[src/rtl/tx_arbiter_pkg.sv]
// Shared definitions for the two-requester UART transmit arbiter.
// Holds the FSM state encoding and the data-width / timeout defaults that the
// UART transmitter and baud-rate generator benches also pick up, plus a small
// helper that sizes the transmit-done timeout counter.
package tx_arbiter_pkg;

   localparam int unsigned DEFAULT_DATA_WIDTH     = 8;
   localparam int unsigned DEFAULT_TIMEOUT_CYCLES = 2000000;

   typedef enum logic [1:0] {
      StIdle     = 2'd0,
      StStart    = 2'd1,
      StWaitDone = 2'd2,
      StRelease  = 2'd3
   } tx_state_e;

   // The counter only has to reach limit-1; keep at least one bit.
   function automatic int unsigned counter_width(input int unsigned limit);
      return (limit > 1) ? $clog2(limit) : 1;
   endfunction

endpackage

[src/rtl/tx_arbiter_rr.sv]
// Two-way round-robin pick with a registered last-grant pointer.
//
// Ports:
//   clock    system clock
//   reset    asynchronous active-high reset; pointer favours requester 0
//   req0     requester 0 pending
//   req1     requester 1 pending
//   advance  commit the current pick to the pointer (a grant is being taken)
//   pick     one-hot winner, combinational; 00 when nobody requests
module rr_arbiter_2 (
   input  logic       clock,
   input  logic       reset,
   input  logic       req0,
   input  logic       req1,
   input  logic       advance,
   output logic [1:0] pick
);

   // High when requester 1 was served last, so requester 0 wins a tie.
   logic last_q;

   always_comb begin
      pick = 2'b00;
      if (req0 && req1) begin
         pick = last_q ? 2'b01 : 2'b10;
      end else if (req0) begin
         pick = 2'b01;
      end else if (req1) begin
         pick = 2'b10;
      end
   end

   always_ff @(posedge clock or posedge reset) begin
      if (reset) begin
         last_q <= 1'b1;
      end else if (advance && (pick != 2'b00)) begin
         last_q <= pick[1];
      end
   end

endmodule

[src/rtl/tx_arbiter.sv]
// Arbitrates two byte requesters onto one UART transmitter.
// A frame runs IDLE -> START -> WAIT_DONE -> RELEASE -> IDLE. The winner's
// byte and its parity are latched at the IDLE->START edge and held until the
// next frame starts. WAIT_DONE is abandoned after TIMEOUT_CYCLES clocks.
//
// Ports:
//   i_clock      system clock, rising edge
//   i_reset      asynchronous active-high reset
//   i_req0/1     requester has a byte pending (level)
//   i_data0/1    requester byte, stable while its request is high
//   o_ack0/1     one-cycle pulse in START: that requester's byte was taken
//   o_tx_start   one-cycle start pulse to the transmitter (START cycle)
//   o_tx_byte    latched byte to the transmitter
//   o_tx_parity  parity of o_tx_byte (even or odd by PARITY_ODD)
//   i_tx_done    transmitter frame finished; only looked at in WAIT_DONE
//   o_grant      one-hot owner of the current frame, 00 when idle
//   o_busy       high outside IDLE
//   o_timeout    one-cycle pulse (RELEASE cycle) when a frame timed out
module tx_arbiter
   import tx_arbiter_pkg::*;
#(
   parameter int unsigned DATA_WIDTH     = DEFAULT_DATA_WIDTH,
   parameter int unsigned PARITY_ODD     = 0,
   parameter int unsigned TIMEOUT_CYCLES = DEFAULT_TIMEOUT_CYCLES
) (
   input  logic                  i_clock,
   input  logic                  i_reset,
   input  logic                  i_req0,
   input  logic                  i_req1,
   input  logic [DATA_WIDTH-1:0] i_data0,
   input  logic [DATA_WIDTH-1:0] i_data1,
   output logic                  o_ack0,
   output logic                  o_ack1,
   output logic                  o_tx_start,
   output logic [DATA_WIDTH-1:0] o_tx_byte,
   output logic                  o_tx_parity,
   input  logic                  i_tx_done,
   output logic [1:0]            o_grant,
   output logic                  o_busy,
   output logic                  o_timeout
);

   localparam int unsigned CntW = counter_width(TIMEOUT_CYCLES);
   localparam logic [CntW-1:0] CntLast = CntW'(TIMEOUT_CYCLES - 1);
   localparam logic ParityInv = (PARITY_ODD != 0);

   tx_state_e             state_q, state_d;
   logic [1:0]            grant_q, grant_d;
   logic [DATA_WIDTH-1:0] byte_q, byte_d;
   logic                  parity_q, parity_d;
   logic [CntW-1:0]       cnt_q, cnt_d;
   logic                  timeout_q, timeout_d;

   logic [1:0]            pick;
   logic [DATA_WIDTH-1:0] pick_byte;
   logic                  in_idle;

   assign in_idle   = (state_q == StIdle);
   assign pick_byte = pick[0] ? i_data0 : i_data1;

   rr_arbiter_2 u_rr (
      .clock   (i_clock),
      .reset   (i_reset),
      .req0    (i_req0),
      .req1    (i_req1),
      .advance (in_idle),
      .pick    (pick)
   );

   always_comb begin
      state_d   = state_q;
      grant_d   = grant_q;
      byte_d    = byte_q;
      parity_d  = parity_q;
      cnt_d     = cnt_q;
      timeout_d = 1'b0;
      unique case (state_q)
         StIdle: begin
            if (pick != 2'b00) begin
               state_d  = StStart;
               grant_d  = pick;
               byte_d   = pick_byte;
               parity_d = (^pick_byte) ^ ParityInv;
            end
         end
         StStart: begin
            state_d = StWaitDone;
            cnt_d   = '0;
         end
         StWaitDone: begin
            // Done has priority over a timeout landing in the same cycle.
            if (i_tx_done) begin
               state_d = StRelease;
            end else if (cnt_q == CntLast) begin
               state_d   = StRelease;
               timeout_d = 1'b1;
            end else begin
               cnt_d = cnt_q + CntW'(1);
            end
         end
         StRelease: begin
            state_d = StIdle;
            grant_d = 2'b00;
         end
         default: begin
            state_d = StIdle;
            grant_d = 2'b00;
         end
      endcase
   end

   always_ff @(posedge i_clock or posedge i_reset) begin
      if (i_reset) begin
         state_q   <= StIdle;
         grant_q   <= 2'b00;
         byte_q    <= '0;
         parity_q  <= 1'b0;
         cnt_q     <= '0;
         timeout_q <= 1'b0;
      end else begin
         state_q   <= state_d;
         grant_q   <= grant_d;
         byte_q    <= byte_d;
         parity_q  <= parity_d;
         cnt_q     <= cnt_d;
         timeout_q <= timeout_d;
      end
   end

   // Strobes decode straight from registered state so reset clears them at once.
   assign o_tx_start  = (state_q == StStart);
   assign o_ack0      = o_tx_start && grant_q[0];
   assign o_ack1      = o_tx_start && grant_q[1];
   assign o_tx_byte   = byte_q;
   assign o_tx_parity = parity_q;
   assign o_grant     = grant_q;
   assign o_busy      = !in_idle;
   assign o_timeout   = timeout_q;

endmodule

[config.mk]
export PLATFORM = sky130hd
export DESIGN_NAME = tx_arbiter
export DESIGN_NICKNAME = d
export VERILOG_FILES = /design/src/rtl/tx_arbiter_pkg.sv /design/src/rtl/tx_arbiter_rr.sv /design/src/rtl/tx_arbiter.sv
export SDC_FILE = /design/constraint.sdc
export NUM_CORES = 1
export LEC_CHECK = 0
export BUFFER_PORTS_ARGS = -buffer_cell sky130_fd_sc_hd__buf_2
export CAP_MARGIN = 0
export CORE_MARGIN = 2
export CORE_UTILIZATION = 56
export CTS_CLUSTER_SIZE = 12
export DETAILED_ROUTE_END_ITERATION = 8
export GPL_ROUTABILITY_DRIVEN = 1
export PLACE_DENSITY = 0.77
export SYNTH_ARGS = -nofsm -noshare
export SYNTH_HDL_FRONTEND = slang
export SYNTH_SLANG_ARGS = --single-unit
export TNS_END_PERCENT = 30
[constraint.sdc]
create_clock -name i_clock -period 2.2 [get_ports i_clock]
set_input_delay 0 -clock i_clock [delete_from_list [all_inputs] [get_ports i_clock]]
set_output_delay 0 -clock i_clock [all_outputs]
set_load 0.05 [all_outputs]
# Word level (Yosys, flattened, before mapping)
# Index checks and enable logic that the tools add are counted.
# W data, S select, Z words.
[op_classes] mux=17 reduce_logical=14 eq_ne=8 n_addsub=1
[op_table] op="$mux W21" n=2
[op_table] op="$pmux W21 S2" n=1
[op_table] op="$add A21 B1 Y21 const B" n=1
[op_table] op="$eq A21 B21 Y1 const B" n=1
[op_table] op="$mux W2" n=8
[op_table] op="$mux W8" n=1
[op_table] op="$pmux W2 S4" n=1
[op_table] op="$reduce_xor A8 Y1" n=1
[op_table] op="$reduce_and A2 Y1" n=3
[op_table] op="$reduce_bool A2 Y1" n=3
[op_table] op="$eq A2 B2 Y1 const B" n=2
[op_table] op="$logic_and A1 B1 Y1" n=4
[op_table] op="$ne A2 B2 Y1 const B" n=2
[op_table] op="$pmux W2 S2" n=1
[op_table] op="$mux W1" n=3
[op_table] op="$ne A3 B3 Y1 const B" n=1
[op_table] op="$reduce_and A3 Y1" n=1
[op_table] op="$eq A2 B1 Y1 const B" n=1
[op_table] op="$logic_not A2 Y1" n=1
[op_table] op="$ne A2 B1 Y1 const B" n=1
[op_table] op="$logic_not A1 Y1" n=1
[word_totals] elab_cells=47 register_bits=36 in_bits=21 output_inout_bits=16

# Longest topological paths before layout
[logic_depth] word_depth=6 mapped_depth=7 depth_no_buf=7

# By module
# From an unflattened synthesis, not the netlist that was laid out.
[hier_totals] hier_cells=231 area_unflattened_um2=2130.8
[modules_own_cells] mod="tx_arbiter" seq_area_each_um2=875.8 area_each_um2=2070.7 cells_per_inst=224 n_inst=1
[modules_own_cells] mod="rr_arbiter_2" seq_area_each_um2=26.3 area_each_um2=60.1 cells_per_inst=7 n_inst=1

# Worst setup path before layout
# No wires, ideal clock.
[synth_path] path_kind="register -> register" startpoint="reg state_q[0]" endpoint="reg cnt_q[20]" t_arrival_ns=1.934 slack_ns=0.145 required_time_ns=2.080 synth_period_minus_slack_ns=2.055 stages_incl_launch_ff=8 setup_time_ns=0.120 path_buffers=0 cell_sequence="dfrtp_1 -> inv_1 -> ha_1 -> a21boi_0 -> and4_1 -> and4_1 -> a31oi_1 -> a41o_1"
[synth_via] elab_chain_cells=3 elab_cells_between_ends=7 classes_between="4 x eq/ne; 1 x mux; 2 x reduce/logical"
[synth_lines] element="start, declared" line_no="tx_arbiter.sv:47" text="tx_state_e state_q, state_d;"
[synth_lines] element="start signal, assigned" line_no="tx_arbiter.sv:114" text="state_q <= StIdle;"
[synth_lines] element="start signal, assigned" line_no="tx_arbiter.sv:121" text="state_q <= state_d;"
[synth_lines] element="$eq A2 B2 Y1 or $eq A2 B1 Y1 (tied branches)" line_no="tx_arbiter.sv:77" text="unique case (state_q)"
[synth_lines] element="$ne A2 B2 Y1 (no line) or $reduce_bool A2 Y1 (tied branches)"
[synth_lines] element="$reduce_and A3 Y1 (no line)"
[synth_lines] element="end signal, assigned" line_no="tx_arbiter.sv:125" text="cnt_q <= cnt_d;"
[synth_lines] element="end, declared" line_no="tx_arbiter.sv:51" text="logic [CntW-1:0] cnt_q, cnt_d;"
# Several ways; a longest one is shown, not always the timed one.
# A chain may end at the register's enable or synchronous reset.

# Worst setup path in the final report
[layout_path] startpoint="reg cnt_q[9]" endpoint="reg state_q[1]"
[layout_via] elab_chain_cells=3
[layout_lines] element="$eq A21 B21 Y1" line_no="tx_arbiter.sv:94" text="end else if (cnt_q == CntLast) begin"
[layout_lines] element="$ne A3 B3 Y1 (no line)"
[layout_lines] element="$reduce_and A2 Y1 (no line)"
# No other way between the ends.

==> Implementation_results.wiki <==
{| class="wikitable"
! Metric !! Value
|-
| Status || complete, no violations
|-
| Static Leak || 1.23 nW
|-
| Critical path launch point type || register
|-
| Met2 wirelength from detailed routing || 2.04 mm
|-
| Peak supply drop || 0.876 mV
|-
| Net total in the final layout || 303
|-
| Final worst-path cycle share || 0.908
|-
| Clock buffers created by TritonCTS || 5
|-
| Crit Path Category || reg -> reg
|-
| Endpoint of the worst register-to-register path || state_q[1]
|-
| Met3 Routed Length || 218 microns
|-
| Cell Area, Synth || 2120 sq um
|-
| Arrival time at the worst endpoint || 2.20 ns
|-
| Final-report hold violation count || 0
|-
| Cell depth of the worst setup path || 5
|-
| Height of the die || 65.5 microns
|-
| Peak clock frequency supported by timing || 500 MHz
|-
| Length in cells of the worst reg-to-reg path || 5
|-
| Worst reg2reg startpoint || cnt_q[9]
|-
| Number of H-tree levels || 2
|-
| Cell class contributing the biggest share of worst-path delay || simple AND/OR/NAND/NOR gates
|-
| Worst-Skew Late Latency || 0.28 ns
|-
| Top-level I/O count || 37
|-
| Slowest cell on the critical path || or4b_4
|-
| TritonCTS clock tree || yes
|-
| Pin count of the biggest net entering global routing || 37
|-
| Cell chosen for the clock root || clkbuf_8
|-
| Placement Rows || 22
|-
| Critical path endpoint category || register
|-
| Total via count in the routed design || 1,804
|-
| Worst hold slack || 0.0228 ns
|-
| Minimum clock period || 2.00 ns
|-
| Power density over the cells || 1180 nW/um^2
|-
| EDFF count, synth || 0
|-
| Number of global-route vias before repair || 1,730
|-
| Residual DRC count || 0
|-
| Min-Delay Startpoint || i_req1
|-
| Setup Total Neg Slack || 0 ns
|-
| Horizontal die dimension || 65.5 microns
|-
| Total routed wirelength || 4.24 mm
|-
| Clock-pin slew reported for the worst setup and hold paths after clock tree synthesis || 0.07 ns
|-
| Highest fanout seen on the critical path || 8
|-
| Number of antenna violations at the first check in global routing || 0
|-
| Initial Utilization || 0.579
|-
| Overall overflow remaining after global route || 0
|-
| Sink of the worst hold path || u_rr.last_q
|-
| Slew HR || 0.299
|-
| Worst setup skew after layout || 0.00368 ns
|-
| Number of buffers on the longest clock path || 2
|-
| Total power || 3.01 mW
|-
| Synth warn || 0
|-
| Post-route core utilization || 0.694
|-
| Antenna-violating nets left || 0
|-
| Measured slew at the worst slew-check pin || 1.04 ns
|-
| Number of synthesized register bits || 36
|-
| Uppermost layer routed || met4
|-
| Mean post-synth cell area || 9.42 sq um
|-
| CP bufs+invs || 0
|-
| Routed metal-1 wirelength || 1.96 mm
|-
| Wire length per cell || 13.0 microns
|-
| Number of design-rule violations left by the first detailed-router iteration || 105
|-
| Vias/cell || 5.55
|-
| Global Route Usage Sum || 0.226
|-
| Area of the die || 4290 sq um
|-
| Final setup fails || 0
|-
| Reg-to-reg setup timing slack || 0.20 ns
|-
| Synthesis-to-layout area growth || 19.9%
|-
| Buffer count from post-CTS setup fixing || 0
|-
| Placeable core region || 3660 sq um
|-
| RePlAce Congestion || 0.877
|-
| Final Max Slew Viols || 0
|-
| RSZ-0062 raised after global routing || false
|-
| Diodes inserted || 0
|-
| Global-route wire length before repair || 7.53 mm
|-
| Net Count, Synth || 252
|-
| CP Cell Sequence || or4b_4 -> nor4_4 -> a21oi_2 -> a21boi_2 -> mux2i_1
|-
| Tightest Hold Check Type || in -> reg
|-
| Max-cap check violation count || 0
|-
| Primary FF master, synth || dfrtp_1
|-
| Number of different library cells in the post-synthesis netlist || 48
|-
| Proportion of layout cells with a drive suffix above 1 || 0.231
|-
| Cell depth of the worst min-delay path || 3
|-
| Share of synthesized flip-flops with an asynchronous set or reset || 1.00
|-
| Data required time of the critical path || 2.40 ns
|-
| Proportion of synthesized chip area in sequential cells || 0.426
|-
| Final HPWL from detailed placement || 3.29 mm
|-
| Number of clock sinks seen by CTS || 36
|-
| Number of standard cells after synthesis || 225
|-
| Number of I/O port buffers || 36
|-
| CP peak stage delay || 0.56 ns
|-
| Detailed Routing Iterations Pass 1 || 4
|}
==> worst register-to-register path, stage by stage, from the launching register on <==
cell      delay, ns
dfrtp_1        0.43
or4b_4         0.57
nor4_4         0.32
a21oi_2        0.18
a21boi_2       0.23
mux2i_1        0.20
==> flip-flops by register name, indices dropped and copies added (netlist names) <==
signal and flops:
state_q 2, o_timeout 1, o_grant 2, o_tx_byte 8
cnt_q 21, u_rr.last_q 1, o_tx_parity 1
==> area by class of cell <==
cell class	count	area (sq um)
clock buffers	8	100
inverters	10	37.5
fillers	284	1120
multi-input cells	175	1160
well taps	48	60.1
flip-flops and latches	36	902
repair buffers	48	278
==> where the power goes <==
part	internal (mW)	total [mW]	switching, mW
combinational	0.489	1.55	1.06
clock	0.286	0.507	0.222
sequential	0.827	0.948	0.121
==> logic make-up (layout without fill, tap and decap cells) <==
| group | count (synthesis) | in the layout | share of synthesized area |
|---|---|---|---|
| AO/OA/AOI/OAI | 47 | 47 | 0.151 |
| XOR/XNOR | 22 | 22 | 0.0909 |
| multiplexers | 10 | 10 | 0.0472 |
| adder cells (fa/ha/maj) | 6 | 6 | 0.0354 |
| AND/OR/NAND/NOR | 90 | 90 | 0.223 |
| flip-flops | 36 | 36 | 0.426 |
| buffers and inverters | 14 | 66 | 0.0272 |
==> placed cells by master, fill, tap and decap left out, types with 2 or more instances in the layout <==
cell and count:
a21boi_2 2, a21oi_1 5, a31o_2 2, a31oi_1 5
and2_1 3, and3_1 4, and4_1 2, buf_2 36
buf_4 9, clkbuf_8 7, dfrtp_1 35, dlygate4sd3_1 3
ha_1 6, inv_1 10, mux2i_1 10, nand2_1 29
nand3_1 12, nand4_1 4, nor2_1 20, nor3_1 2
nor4_1 2, o211ai_1 3, o21ai_0 14, o21ai_1 3
o31ai_1 2, or4_1 4, xnor2_1 17, xor2_1 5
==> cells in the mapped netlist (2+ instances only) <==
| cell | n | area (sq um) |
|---|---|---|
| inv_1 | 10 | 37.5 |
| nand3_1 | 12 | 60.1 |
| nor3_1 | 2 | 10.0 |
| o31ai_1 | 2 | 15.0 |
| and4_1 | 2 | 17.5 |
| nand2_1 | 29 | 109 |
| o21ai_0 | 15 | 75.1 |
| dfrtp_1 | 35 | 876 |
| nor4_1 | 2 | 12.5 |
| mux2i_1 | 10 | 100 |
| ha_1 | 6 | 75.1 |
| a31oi_1 | 5 | 31.3 |
| a21oi_1 | 5 | 25.0 |
| xor2_1 | 5 | 43.8 |
| and3_1 | 4 | 25.0 |
| clkbuf_1 | 2 | 7.51 |
| xnor2_1 | 17 | 149 |
| nor2_1 | 20 | 75.1 |
| nand4_1 | 4 | 25.0 |
| and2_1 | 3 | 18.8 |
| a31o_2 | 2 | 17.5 |
| o211ai_1 | 3 | 22.5 |
| o21ai_1 | 2 | 10.0 |
| or4_1 | 4 | 30.0 |
==> what timing repair did <==
action,CTS,global route
resized for setup,0,2
endpoints found under the setup margin,0,6
hold buffers,3,0
endpoints found under the hold margin,37,0
==> metrics by stage <==
| stage | cell area [sq um] | worst slack [ns] | std cells |
|---|---|---|---|
| after floorplan | 2120 | 0.145 | 225 |
| after global placement | 2410 | 0.0934 | 314 |
| after detailed placement | 2410 | 0.0304 | 314 |
| after CTS | 2540 | 0.0209 | 325 |
| after global routing | 2540 | 0.0609 | 325 |
| final | 2540 | 0.202 | 325 |
==> layer usage <==
| metal | GRT usage | vias to the layer above |
|---|---|---|
| met3 | 0.0651 | 2 |
| met4 | 0.0495 | 0 |
| met2 | 0.374 | 52 |
| met1 | 0.296 | 838 |
| li1 | - | 912 |
| met5 | 0 | - |
==> worst max-delay path by stage <==
stage | from | end | slack [ns]
after floorplan | state_q[0] | cnt_q[20] | 0.15
after global placement | state_q[0] | cnt_q[20] | 0.09
after detailed placement | state_q[0] | cnt_q[20] | 0.03
after CTS | state_q[0] | cnt_q[20] | 0.02
after global routing | state_q[0] | cnt_q[20] | 0.06
final | cnt_q[9] | state_q[1] | 0.20
Power figures use the tool's default switching activity.
